--- src/rtl/ysyx_22041207_trap_ctrl.sv ---
// Trap sequencer: takes exceptions, the machine timer interrupt and mret, drives the CSR side-band writes and one IFU redirect.
// Optional feature macro TRAP_VECTORED_EN enables vectored mtvec mode for interrupts; without it every trap uses the mtvec base.
module ysyx_22041207_trap_ctrl #(
  parameter int XLEN     = 64,
  parameter int CNT_W    = 32,
  parameter int IRQ_CODE = 7
) (
  input  logic             clk,
  input  logic             rst_n,
  input  logic             exc_valid,
  output logic             exc_ready,
  input  logic [XLEN-1:0]  exc_cause,
  input  logic [XLEN-1:0]  exc_pc,
  input  logic             mret_valid,
  input  logic             irq_mtip,
  input  logic [XLEN-1:0]  mstatus_i,
  input  logic [XLEN-1:0]  mtvec_i,
  input  logic [XLEN-1:0]  mepc_i,
  output logic             wMepc,
  output logic [XLEN-1:0]  mepc_v,
  output logic             wMcause,
  output logic [XLEN-1:0]  mcause_v,
  output logic             panic,
  output logic             pc_mret,
  output logic             redirect_valid,
  output logic [XLEN-1:0]  redirect_pc,
  input  logic             redirect_ready,
  output logic             busy,
  output logic [CNT_W-1:0] trap_cnt
);

  typedef enum logic [1:0] {
    IDLE  = 2'd0,
    SAVE  = 2'd1,
    RET   = 2'd2,
    REDIR = 2'd3
  } state_t;

  state_t           state_r;
  state_t           state_s;
  logic [XLEN-1:0]  cause_r;
  logic [XLEN-1:0]  epc_r;
  logic [XLEN-1:0]  target_r;
  logic [XLEN-1:0]  vec_target_s;
  logic [CNT_W-1:0] trap_cnt_r;
  logic             irq_take_s;
  logic             unused_s;

  assign irq_take_s = irq_mtip & mstatus_i[3];
  assign unused_s   = ^{mstatus_i[XLEN-1:4], mstatus_i[2:0], mtvec_i[1:0]};

  // Trap vector for the captured cause, evaluated against mtvec as seen in SAVE.
  always_comb begin
    vec_target_s = {mtvec_i[XLEN-1:2], 2'b00};
`ifdef TRAP_VECTORED_EN
    if ((mtvec_i[1:0] == 2'b01) && cause_r[XLEN-1]) begin
      vec_target_s = {mtvec_i[XLEN-1:2], 2'b00} + {cause_r[XLEN-3:0], 2'b00};
    end else begin
      vec_target_s = {mtvec_i[XLEN-1:2], 2'b00};
    end
`endif
  end

  // State register.
  always_ff @(posedge clk or negedge rst_n) begin
    if (!rst_n) begin
      state_r <= IDLE;
    end else begin
      state_r <= state_s;
    end
  end

  // Next-state logic; exception beats interrupt beats mret in IDLE.
  always_comb begin
    state_s = state_r;
    case (state_r)
      IDLE: begin
        if (exc_valid || irq_take_s) begin
          state_s = SAVE;
        end else if (mret_valid) begin
          state_s = RET;
        end else begin
          state_s = IDLE;
        end
      end
      SAVE:    state_s = REDIR;
      RET:     state_s = REDIR;
      REDIR: begin
        if (redirect_ready) begin
          state_s = IDLE;
        end else begin
          state_s = REDIR;
        end
      end
      default: state_s = IDLE;
    endcase
  end

  // Capture registers for cause/epc/redirect target and the trap-entry counter.
  always_ff @(posedge clk or negedge rst_n) begin
    if (!rst_n) begin
      cause_r    <= {XLEN{1'b0}};
      epc_r      <= {XLEN{1'b0}};
      target_r   <= {XLEN{1'b0}};
      trap_cnt_r <= {CNT_W{1'b0}};
    end else begin
      case (state_r)
        IDLE: begin
          if (exc_valid) begin
            cause_r <= exc_cause;
            epc_r   <= exc_pc;
          end else if (irq_take_s) begin
            cause_r <= {1'b1, (XLEN-1)'(IRQ_CODE)};
            epc_r   <= exc_pc;
          end
        end
        SAVE: begin
          target_r   <= vec_target_s;
          trap_cnt_r <= trap_cnt_r + {{(CNT_W-1){1'b0}}, 1'b1};
        end
        RET:     target_r <= mepc_i;
        default: ;
      endcase
    end
  end

  // Output decode from the state register; strobes exist only in SAVE/RET.
  always_comb begin
    exc_ready      = (state_r == IDLE);
    busy           = (state_r != IDLE);
    wMepc          = (state_r == SAVE);
    wMcause        = (state_r == SAVE);
    panic          = (state_r == SAVE);
    pc_mret        = (state_r == RET);
    redirect_valid = (state_r == REDIR);
    mepc_v         = (state_r == SAVE)  ? epc_r    : {XLEN{1'b0}};
    mcause_v       = (state_r == SAVE)  ? cause_r  : {XLEN{1'b0}};
    redirect_pc    = (state_r == REDIR) ? target_r : {XLEN{1'b0}};
    trap_cnt       = trap_cnt_r;
  end

endmodule
--- config.mk ---
export PLATFORM = sky130hd
export DESIGN_NAME = ysyx_22041207_trap_ctrl
export DESIGN_NICKNAME = d
export VERILOG_FILES = /design/src/rtl/ysyx_22041207_trap_ctrl.sv
export SDC_FILE = /design/constraint.sdc
export NUM_CORES = 1
export LEC_CHECK = 0
export BUFFER_PORTS_ARGS = -buffer_cell sky130_fd_sc_hd__buf_4
export CORE_AREA = 5 5 212 214
export CTS_BUF_LIST = sky130_fd_sc_hd__clkbuf_4 sky130_fd_sc_hd__clkbuf_8
export CTS_CLUSTER_DIAMETER = 100
export CTS_CLUSTER_SIZE = 40
export DETAILED_ROUTE_END_ITERATION = 6
export DIE_AREA = 0 0 217 219
export PLACE_DENSITY = 0.6
export SKIP_LAST_GASP = 1
export SLEW_MARGIN = 20
export SYNTH_ARGS = -nofsm -noshare
export SYNTH_HDL_FRONTEND = slang
export SYNTH_SLANG_ARGS = --single-unit
--- constraint.sdc ---
create_clock -name clk -period 2.4 [get_ports clk]
set_input_delay 0.12 -clock clk [delete_from_list [all_inputs] [get_ports clk]]
set_output_delay 0.12 -clock clk [all_outputs]
set_load 0.1 [all_outputs]
* After elaboration in Yosys (flattened, before gate mapping)
Cells that the tools add are included.
** Storage, ports and cells
- Output and inout bits :: 231
- Logic and storage cells :: 29
- Register bits :: 226
** Operators by class
- Bitwise logic cells :: 1
- Reduce and logical (&&, ||, !) cells :: 7
- Multiplexer cells :: 12
- Equal/unequal tests :: 3
- Add/sub/neg operators :: 1
** Operators with widths (number)
- 2-to-1 mux 64 bit :: 7
- case mux 64 bit (2 select lines) :: 1
- adder 32 x 1 -> 32 bit (second input constant) :: 1
- 2-to-1 mux 2 bit :: 3
- case mux 2 bit (3 select lines) :: 1
- nonzero test 2 bit :: 3
- equality test 2 bit (second input constant) :: 2
- equality test 2 x 1 -> 1 bit (second input constant) :: 1
- zero test 2 bit :: 1
- AND reduction 2 bit :: 1
- OR reduction 2 bit :: 1
- bitwise AND 1 bit :: 1
- logical OR 1 bit :: 1

* Depth between registers and ports, before layout
Gate-level depths: netlist of run 1.
- Depth in word-level cells :: 4
- Depth in mapped cells :: 8

* Worst setup path before layout of run 1
No wires, ideal clock.
- Path type :: register to register
- Start point :: reg state_r[0]
- End point :: reg epc_r[43]
- Setup time :: 65 ps
- Stages on the path, launching flop included :: 9
- Path slack :: -643 ps
- Arrival :: 2978 ps
- Buffers on the path :: 2
- Cells stage by stage :: dfrtp_1 > inv_1 > ha_1 > inv_1 > nor2_1 > buf_2 > buf_2 > nand2_1 > nand2_1
** On the way
- Cells in the longest elaborated chain, start to end :: 2
** Ends and longest elaborated chain
- start: declaration :: line 39 : state_t state_r;
- start signal: assignment :: line 69 : state_r <= state_s;
- zero test 2 bit
- via exc_ready :: line 11 : output logic exc_ready,
- AND reduction 2 bit (no line)
- end signal: assignment :: line 103 : epc_r <= {XLEN{1'b0}};
- end signal: assignment :: line 111 : epc_r <= exc_pc;
- end signal: assignment :: line 114 : epc_r <= exc_pc;
- end: declaration :: line 42 : logic [XLEN-1:0] epc_r;
The timed path passes the listed nets, and every way through them passes these cells.
A chain may end at the register's enable or synchronous reset.

* Worst setup path after layout of run 1
- Start point :: reg state_r[1]
- End point :: out mcause_v[15]
** On the way
- Cells in the longest elaborated chain, start to end :: 2
** Ends and longest elaborated chain
- equality test 2 x 1 -> 1 bit :: line 137 : mcause_v = (state_r == SAVE) ? cause_r : {XLEN{1'b0}};
- 2-to-1 mux 64 bit :: line 137
- end: declaration :: line 22 : output logic [XLEN-1:0] mcause_v,
Every way passes these cells.

==> results of run 1 <==
[per-layer routing]
layer	global-route usage, %	vias up
li1	-	4887
met1	18.8	4994
met2	27.7	329
met3	2.58	65
met4	4.70	0
met5	0	-
[synth_stat cells, types with 7 or more instances]
cell	instances	area (sq um)
and2_1	194	1210
a22o_1	60	526
xnor2_1	15	131
nand4_1	8	50.1
nand2_1	207	777
clkbuf_1	48	180
dfrtp_1	226	5660
and3_1	7	43.8
nand3_1	7	35.0
a21oi_1	65	325
nor2_1	70	263
buf_2	19	95.1
inv_1	8	30.0
xor2_1	16	140
mux2i_1	62	621
[worst paths after layout]
kind	end	depth (start not counted)
worst min-delay path	trap_cnt[28]$_DFFE_PN0N_	2
min in group clk	epc_r[34]$_DFFE_PN0P_	4
worst max register to register	state_r[1]$_DFF_PN0_	7
max in group asynchronous	target_r[1]$_DFFE_PN0P_	3
worst max-delay path	mcause_v[15]	5
worst min register to register	epc_r[22]$_DFFE_PN0P_	2
[per-stage QoR]
step           power (W)  instance area [sq um]  util (%)  instances
2_1_floorplan     0.0205                  10600         -       1050
3_3_place_gp      0.0246                  15000      35.1       2039
3_5_place_dp      0.0248                  15000      35.1       2039
4_1_cts           0.0278                  17900      42.0       2323
5_1_grt           0.0291                  18000      42.2       2328
6_report          0.0277                  18000      42.2       2329
[sequential cells by signal, indices dropped and copies added (netlist names)]
| register | flops |
|---|---|
| cause_r | 64 |
| epc_r | 64 |
| state_r | 2 |
| target_r | 64 |
| trap_cnt | 32 |
[kinds of logic (layout without fill, tap and decap cells)]
kind of cell	count (synthesis)	count (layout)	share of synthesized area, %
AO/OA/AOI/OAI	132	132	8.66
XOR/XNOR	31	31	2.60
adder cells (fa/ha/maj)	5	5	0.600
buffers and inverters	80	811	3.18
flip-flops	226	226	54.2
multiplexers	63	63	6.06
other	0	2	0
AND/OR/NAND/NOR	513	513	24.7
[repair_timing]
action | CTS | global route
gates resized for setup | 4 | 14
pin swaps | 1 | 1
endpoints found under the hold margin | 410 | 0
hold buffers | 261 | 0
setup endpoints to repair | 86 | 117
cloned | 1 | 0
buffers inserted | 1 | 4
[final cells by class]
class                   instances  area, sq um  share of cell area (%)
clock inverters                 7          103                   0.569
diodes                          2         5.00                  0.0278
inverters                       8         33.8                   0.187
well taps                     546          683                    3.79
repair buffers                782         6740                    37.4
flip-flops and latches        226         5660                    31.4
multi-input cells             744         4610                    25.6
clock buffers                  14          193                    1.07
[critical path, delay by kind of cell, from the launching register on]
kind / cells / cell delay, ns
buffers and inverters: 3 / 0.66
adders and majority gates: 1 / 0.28
and+or+nand+nor: 1 / 0.19
DFF: 1 / 0.44
[power by group through the flow]
stage | Combinational, W | Clock (W) | Sequential, W
after floorplan | 0.0141 | 0 | 0.00639
after global placement | 0.0183 | 0 | 0.00625
after detailed placement | 0.0185 | 0 | 0.00630
after CTS | 0.0193 | 0.00222 | 0.00623
after global routing | 0.0203 | 0.00234 | 0.00645
final | 0.0194 | 0.00209 | 0.00625
==> reports/qor.csv, run 1 <==
metric;value;unit
worst hold path class;in2async;
die area;47500;sq um
met2 WL post-DR;19900;um
Max Fanout on Critical Path;47;
commonest cells after routing, fill and taps aside;buf_4, dlygate4sd3_1, dfrtp_1, nand2_1, and2_1;
type of origin of the critical path;flop;
skew final;0.0446;ns
worst-path cell chain;inv_1, ha_4, buf_16, and2_2, buf_4;
Pins Over Slew Limit;0;
gr usage total;15.4;%
Flop pwr share;22.5;%
Clock power frac;7.6;%
max_cap viols;0;
share of cells above drive strength 1;36.5;%
ys async rst share;100;%
P_int;0.0113;W
number of distinct library cells after synthesis;30;
CTS Sinks;226;
core area;42700;sq um
met3 routed WL;2120;um
combinational share of power;69.9;%
CTS tree;done;
FP Rows;76;
GR Overflow Total;0;
syn nets;1381;
Worst-Margin Slew;0.544;ns
Worst Setup SP;state_r[1]$_DFF_PN0_;
Nets;2106;
pre-CTS WS;0.532;ns
initial antenna violation count;1;
Top FF cell, synth;dfrtp_1;
HPWL Detailed;25900;um
largest net degree at the start of global routing;69;
Switching Share;59.1;%
PwrDens;1540;nW/um^2
Hold Fails Final Rpt;0;
1st-iter DRT viols;451;
P_leak;8.88;nW
first-pass GRT wire length;59700;um
Die X;217;um
Setup Viol. Count Final;0;
Worst EP arrival;2.16;ns
via count;10300;
crit path kind;reg2out;
FILL cells;4012;
Mapped Avg Cell Area;9.93;sq um
clock root buffer;clkbuf_8;
WL met1;15800;um
Peak supply drop;0.998;mV
setup TNS;0;ns
commonest non-fill, non-tap cell in the layout;buf_4;
CP endpoint kind;output pin;
Max Clock Freq;439;MHz
Period Utilization, post-route;95.0;%
sequential share of the synthesized area;54.2;%
Worst Path Required;2.28;ns
yosys warns;0;
I/O Buffers;491;
DIE HEIGHT;219;um
Crit-path slowest cell;dfrtp_1;
H-tree Lvls;1;
mapped cell area;10400;sq um
number of global-route vias before repair;11000;
Final ANT Viol Nets;0;
Clock Pin Slew Worst Setup and Hold Paths;0.18;ns
Worst R2R Setup Slack;0.15;ns
Initial Util;24.4;%
NetSw;0.0164;W
routability cong.;0.792;
drt pass-1 iters;4;
WHS;0.0716;ns
Worst slew margin;63.8;%
number of flops mapped to enable cells by yosys;0;
RR Startpoint;state_r[1]$_DFF_PN0_;
Highest Signal Layer;met4;
outcome;finished clean;
Wirelength per Cell;16.7;um
CP peak stage delay;0.44;ns
vias per std cell;4.41;
worst setup margin;0.120;ns
routed wire length;38900;um
min Tclk post-route;2.28;ns
Residual DRC;0;
Synth Instances;1050;
CTS max path bufs;3;
cts bufs inserted;13;
FF+latch count, synth;226;
IO Count;557;
area grow syn2layout;72.9;%
worst-skew pair later-pin latency;0.58;ns
Power figures use the tool's default switching activity.
==> run 2: changes to the inputs <==
--- a/config.mk
+++ b/config.mk
@@ -8,3 +8,3 @@
 export BUFFER_PORTS_ARGS = -buffer_cell sky130_fd_sc_hd__buf_4
-export CORE_AREA = 5 5 212 214
+export CORE_AREA = 4 4 218 220
 export CTS_BUF_LIST = sky130_fd_sc_hd__clkbuf_4 sky130_fd_sc_hd__clkbuf_8
@@ -13,4 +13,4 @@
 export DETAILED_ROUTE_END_ITERATION = 6
-export DIE_AREA = 0 0 217 219
-export PLACE_DENSITY = 0.6
+export DIE_AREA = 0 0 222 224
+export PLACE_DENSITY = 0.57
 export SKIP_LAST_GASP = 1
==> constraint.sdc (replaced) <==
create_clock -name clk -period 2.4 [get_ports clk]
set_input_delay 0.48 -clock clk [delete_from_list [all_inputs] [get_ports clk]]
set_output_delay 0.48 -clock clk [all_outputs]
set_load 0.1 [all_outputs]
==> reports/qor.csv, run 2 (synthesized netlist as in run 1, its figures left out) <==
metric;value;unit;change
H-tree Lvls;1;;unchanged
placed inst area;15200;sq um;+1.3%
initial antenna violation count;3;;+2
number of global-route vias before repair;10000;;-8.7%
RSZ-0062 raised after global routing;true;;
outcome;complete, but fails checks;;
skew final;0.0178;ns;-0.0268 ns
Clock Pin Slew Worst Setup and Hold Paths;0.18;ns;about the same
GR Overflow Total;0;;unchanged
clock root buffer;clkbuf_8;;
min Tclk post-route;2.53;ns;+0.246 ns
worst-path cell chain;inv_2, ha_4, buf_12, buf_8, clkbuf_16, and2_4, buf_12;;
cts bufs inserted;12;;-1
largest net degree at the start of global routing;67;;-2.9%
CTS max path bufs;3;;unchanged
hold path start;exc_pc[18];;
Worst slew margin;62.4;%;-1.4 points
first-pass GRT wire length;60200;um;+0.74%
Nets;1890;;-10%
Period Utilization, post-route;105;%;+10 points
Worst Setup SP;state_r[1]$_DFF_PN0_;;
final instance area;19000;sq um;+5.5%
FP Rows;78;;+2.6%
CP peak stage delay;0.45;ns;about the same
biggest registers after layout;cause_r: 64 flops, epc_r: 64 flops, target_r: 64 flops;;
Worst Path Required;1.92;ns;-0.36 ns
worst setup margin;-0.125;ns;-0.246 ns
Wirelength per Cell;18.7;um;+12%
Initial Util;23.0;%;-1.4 points
I/O Buffers;491;;unchanged
drt pass-1 iters;4;;unchanged
Multi-input gate area;4970;sq um;+7.7%
crit-path most repeated cell;buf_12;;
pre-CTS WS;0.182;ns;-0.350 ns
worst path bufs/invs;5;;+2
HPWL Detailed;25300;um;-2.3%
die area;49700;sq um;+4.6%
Hold Fails Final Rpt;0;;unchanged
placed cell count;2093;;+2.6%
via count;9362;;-8.9%
routed wire length;40400;um;+4.0%
violated checks;setup timing;;
commonest cells after routing, fill and taps aside;buf_4, dfrtp_1, buf_12, nand2_1, and2_4;;
vias per std cell;4.32;;-2.0%
Seq. cell area;5660;sq um;unchanged
IO Count;557;;unchanged
CTS tree;done;;
Setup Viol. Count Final;177;;+177
commonest non-fill, non-tap cell in the layout;buf_4;;
Final ANT Viol Nets;0;;unchanged
Residual DRC;0;;unchanged
1st-iter DRT viols;489;;+8.4%
CTS Sinks;226;;unchanged
FILL cells;4193;;+4.5%
max_cap viols;0;;unchanged
type of origin of the critical path;flop;;
Pins Over Slew Limit;0;;unchanged
share of cells above drive strength 1;50.9;%;+14 points
crit path kind;reg2out;;
Max Fanout on Critical Path;8;;-83%
gr usage total;15.2;%;-0.18 points
CP endpoint kind;output pin;;
worst-skew pair later-pin latency;0.57;ns;about the same
worst hold path class;in2reg;;
Worst R2R Setup Slack;0.08;ns;-0.07 ns
Max Clock Freq;396;MHz;-9.7%
area grow syn2layout;82.4;%;
Die X;222;um;+2.3%
routability cong.;0.800;;+1.0%
core area;45300;sq um;+6.1%
Worst EP arrival;2.05;ns;-0.11 ns
Largest delay share family, worst path;buffers and inverters;;
Worst-Margin Slew;0.564;ns;+0.0205 ns
DIE HEIGHT;224;um;+2.3%
Non-Filler Instances;2166;;-7.0%
RR Startpoint;state_r[1]$_DFF_PN0_;;
Crit-path slowest cell;dfrtp_1;;
==> run 2: cell count changes in the layout (fill, tap and decap cells not counted), sizes merged <==
cell and delta:
inv -1, diode -1, dlygate4sd3 -260, clkbuf +5, buf +40
==> run 2: tightest hold or removal path: stages <==
cell and delay (ns):
buf_4 0.08, nand2_1 0.04, nand2_1 0.04
==> run 2: cell type report <==
class	count	area share, %
antenna	1	0.0132
clock buffer	14	1.01
clock inverter	6	0.408
inverter	8	0.178
multi-input combinational	744	26.1
sequential	226	29.7
tap	600	3.95
timing repair buffer	567	38.6
==> run 2: timing repair <==
action,CTS,global route
cloned,17,5
endpoints found under the setup margin,198,202
pin swaps,3,1
endpoints found under the hold margin,54,0
hold buffers,1,0
resized for setup,707,85
buffers inserted,29,11
==> run 2: worst paths after layout <==
kind / end / depth (start not counted)
hold reg to reg: trap_cnt[31]$_DFFE_PN0N_ / 1
max in group asynchronous: epc_r[12]$_DFFE_PN0P_ / 3
hold / removal: epc_r[18]$_DFFE_PN0P_ / 3
setup reg to reg: trap_cnt[28]$_DFFE_PN0N_ / 11
setup / recovery: mepc_v[53] / 7
min in group asynchronous: epc_r[0]$_DFFE_PN0P_ / 2
==> run 2: metrics by stage <==
| step | setup TNS (ns) | utilization, % | hold slack [ns] |
|---|---|---|---|
| global route | -27.90 | 42.0 | 0.0492 |
| detailed placement | 0 | 33.5 | 0.454 |
| finish | -10.18 | 42.0 | 0.0821 |
| CTS | -29.46 | 41.7 | 0.00659 |
| floorplan | -17.86 | - | 0.184 |
| global placement | 0 | 33.5 | 0.451 |
==> run 2: layer usage <==
| metal | up-vias | part of all wire [%] | GRT usage (%) |
|---|---|---|---|
| met2 | 322 | 52 | 27.7 |
| met1 | 4520 | 38 | 17.8 |
| met3 | 48 | 7.0 | 3.83 |
| met5 | - | 0.10 | 0 |
| li1 | 4466 | - | - |
| met4 | 6 | 2.3 | 4.06 |
Power of run 2 is not shown: default switching activity piles up to over one toggle a cycle in this logic, so the estimate is an artifact.
==> run 3: changes to the inputs <==
- CORE_AREA: 4 4 218 220 -> 4 4 214 216
- CTS_BUF_LIST: sky130_fd_sc_hd__clkbuf_4 sky130_fd_sc_hd__clkbuf_8 -> sky130_fd_sc_hd__clkbuf_16
- DIE_AREA: 0 0 222 224 -> 0 0 218 220
- PLACE_DENSITY: 0.57 -> 0.46
==> reports/qor.csv, run 3 (synthesized netlist as in run 1, its figures left out) <==
metric;value;unit;change
outcome;finished clean;;
largest net degree at the start of global routing;77;;+15%
commonest non-fill, non-tap cell in the layout;buf_4;;
GR Overflow Total;0;;unchanged
Worst EP arrival;1.89;ns;-0.16 ns
via count;9116;;-2.6%
Hold Fails Final Rpt;0;;unchanged
core area;43900;sq um;-3.0%
vias per std cell;4.31;;-0.37%
Max Fanout on Critical Path;24;;+16
Setup Viol. Count Final;0;;-100%
type of origin of the critical path;flop;;
Worst Path Required;1.92;ns;about the same
placed inst area;15200;sq um;about the same
H-tree Lvls;1;;unchanged
Max Clock Freq;422;MHz;+6.7%
Worst slew margin;64.3;%;+1.9 points
1st-iter DRT viols;382;;-22%
Clock Pin Slew Worst Setup and Hold Paths;0.12;ns;-0.06 ns
Worst R2R Setup Slack;0.32;ns;+0.24 ns
number of global-route vias before repair;9706;;-3.1%
FP Rows;77;;-1.3%
Residual DRC;0;;unchanged
HPWL Detailed;27200;um;+7.6%
skew final;0.0361;ns;+0.0183 ns
drt pass-1 iters;4;;unchanged
share of cells above drive strength 1;48.9;%;-2.0 points
WHS;0.148;ns;+0.0662 ns
RSZ-0062 raised after global routing;true;;
crit path kind;reg2out;;
clock root buffer;clkbuf_16;;
Final ANT Viol Nets;0;;unchanged
RR Startpoint;state_r[1]$_DFF_PN0_;;
worst hold path class;in2reg;;
biggest registers after layout;cause_r: 64 flops, epc_r: 64 flops, target_r: 64 flops;;
DIE HEIGHT;220;um;-1.8%
min Tclk post-route;2.37;ns;-0.158 ns
gr usage total;15.0;%;-0.14 points
CTS max path bufs;3;;unchanged
CTS tree;done;;
r2r endpoint;trap_cnt[29]$_DFFE_PN0N_;;
cts bufs inserted;13;;+1
worst-skew pair later-pin latency;0.51;ns;-0.06 ns
Pins Over Slew Limit;0;;unchanged
Worst-Margin Slew;0.536;ns;-0.0282 ns
CP endpoint kind;output pin;;
first-pass GRT wire length;57100;um;-5.0%
routability cong.;0.788;;-1.5%
I/O Buffers;491;;unchanged
placed cell count;2085;;-0.38%
Non-Filler Instances;2117;;-2.3%
final instance area;17800;sq um;-6.6%
Worst Setup SP;state_r[1]$_DFF_PN0_;;
routed wire length;38000;um;-6.0%
ANT cells;0;;-1
area grow syn2layout;70.4;%;
R2R depth;8;;-3
max_cap viols;0;;unchanged
CTS Sinks;226;;unchanged
initial antenna violation count;0;;-3
Nets;1850;;-2.1%
Die X;218;um;-1.8%
Worst setup endpoint;mepc_v[42];;
die area;48000;sq um;-3.6%
IO Count;557;;unchanged
Period Utilization, post-route;98.6;%;-6.6 points
commonest cells after routing, fill and taps aside;buf_4, dfrtp_1, nand2_1, buf_12, and2_2;;
Initial Util;23.7;%;+0.71 points
fin util;40.5;%;-1.6 points
Wirelength per Cell;18.0;um;-3.9%
-- run 3: cell count changes in the layout (fill, tap and decap cells not counted), moves of 3 or more --
cell	before	now
and2_1	1	11
and2_2	34	136
and2_4	159	47
buf_12	216	146
buf_16	11	3
buf_4	321	308
buf_6	5	65
buf_8	8	2
clkbuf_16	5	14
clkbuf_8	14	0
inv_8	4	1
-- run 3: repair_timing --
item / CTS / global route
pin swaps: 0 / 1
hold endpoints to repair: 52 / 0
endpoints found under the setup margin: 189 / 148
resized for setup: 381 / 132
buffers inserted: 6 / 0
cloned: 3 / 1
hold buffers: 1 / 0
-- run 3: how the worst min path moves through the flow --
stage                     startpoint                     end  slack [ns]  cells past startpoint
5_1_grt                   exc_pc[48]   epc_r[48]$_DFFE_PN0P_        0.13                      3
4_1_cts                   exc_pc[48]   epc_r[48]$_DFFE_PN0P_        0.12                      3
6_report                  exc_pc[63]   epc_r[63]$_DFFE_PN0P_        0.15                      3
3_3_place_gp   epc_r[57]$_DFFE_PN0P_   epc_r[57]$_DFFE_PN0P_        0.45                      2
3_5_place_dp   epc_r[54]$_DFFE_PN0P_   epc_r[54]$_DFFE_PN0P_        0.45                      2
2_1_floorplan                  rst_n  cause_r[0]$_DFFE_PN0P_        0.18                      0
-- run 3: area by class of cell --
cell class | instances | area, sq um
multi-input combinational | 744 | 4800
inverter | 8 | 33.8
sequential | 226 | 5660
timing repair buffer | 526 | 6110
clock buffer | 13 | 325
fill | 4336 | 26200
tap | 592 | 741
clock inverter | 8 | 110
-- run 3: stage by stage --
step                      setup WS [ns]  setup TNS, ns
after global routing            -0.0631          -3.89
final                            0.0327              0
after detailed placement          0.265              0
after CTS                       -0.0605         -0.984
after global placement            0.271              0
after floorplan                  -0.198         -17.86
-- run 3: critical path, stage by stage, from the launching register on --
cell and delay [ns]:
dfrtp_1 0.44, inv_2 0.10, ha_4 0.16, buf_12 0.14
buf_12 0.15, and2_2 0.19, buf_12 0.18
-- run 3: per-layer routing --
layer | GRT usage, % | routed length (um)
met1 | 18.5 | 15200
met2 | 26.6 | 19300
met3 | 3.50 | 2640
met4 | 3.86 | 805
met5 | 0 | 0
Power of run 3 is left out for the same reason.
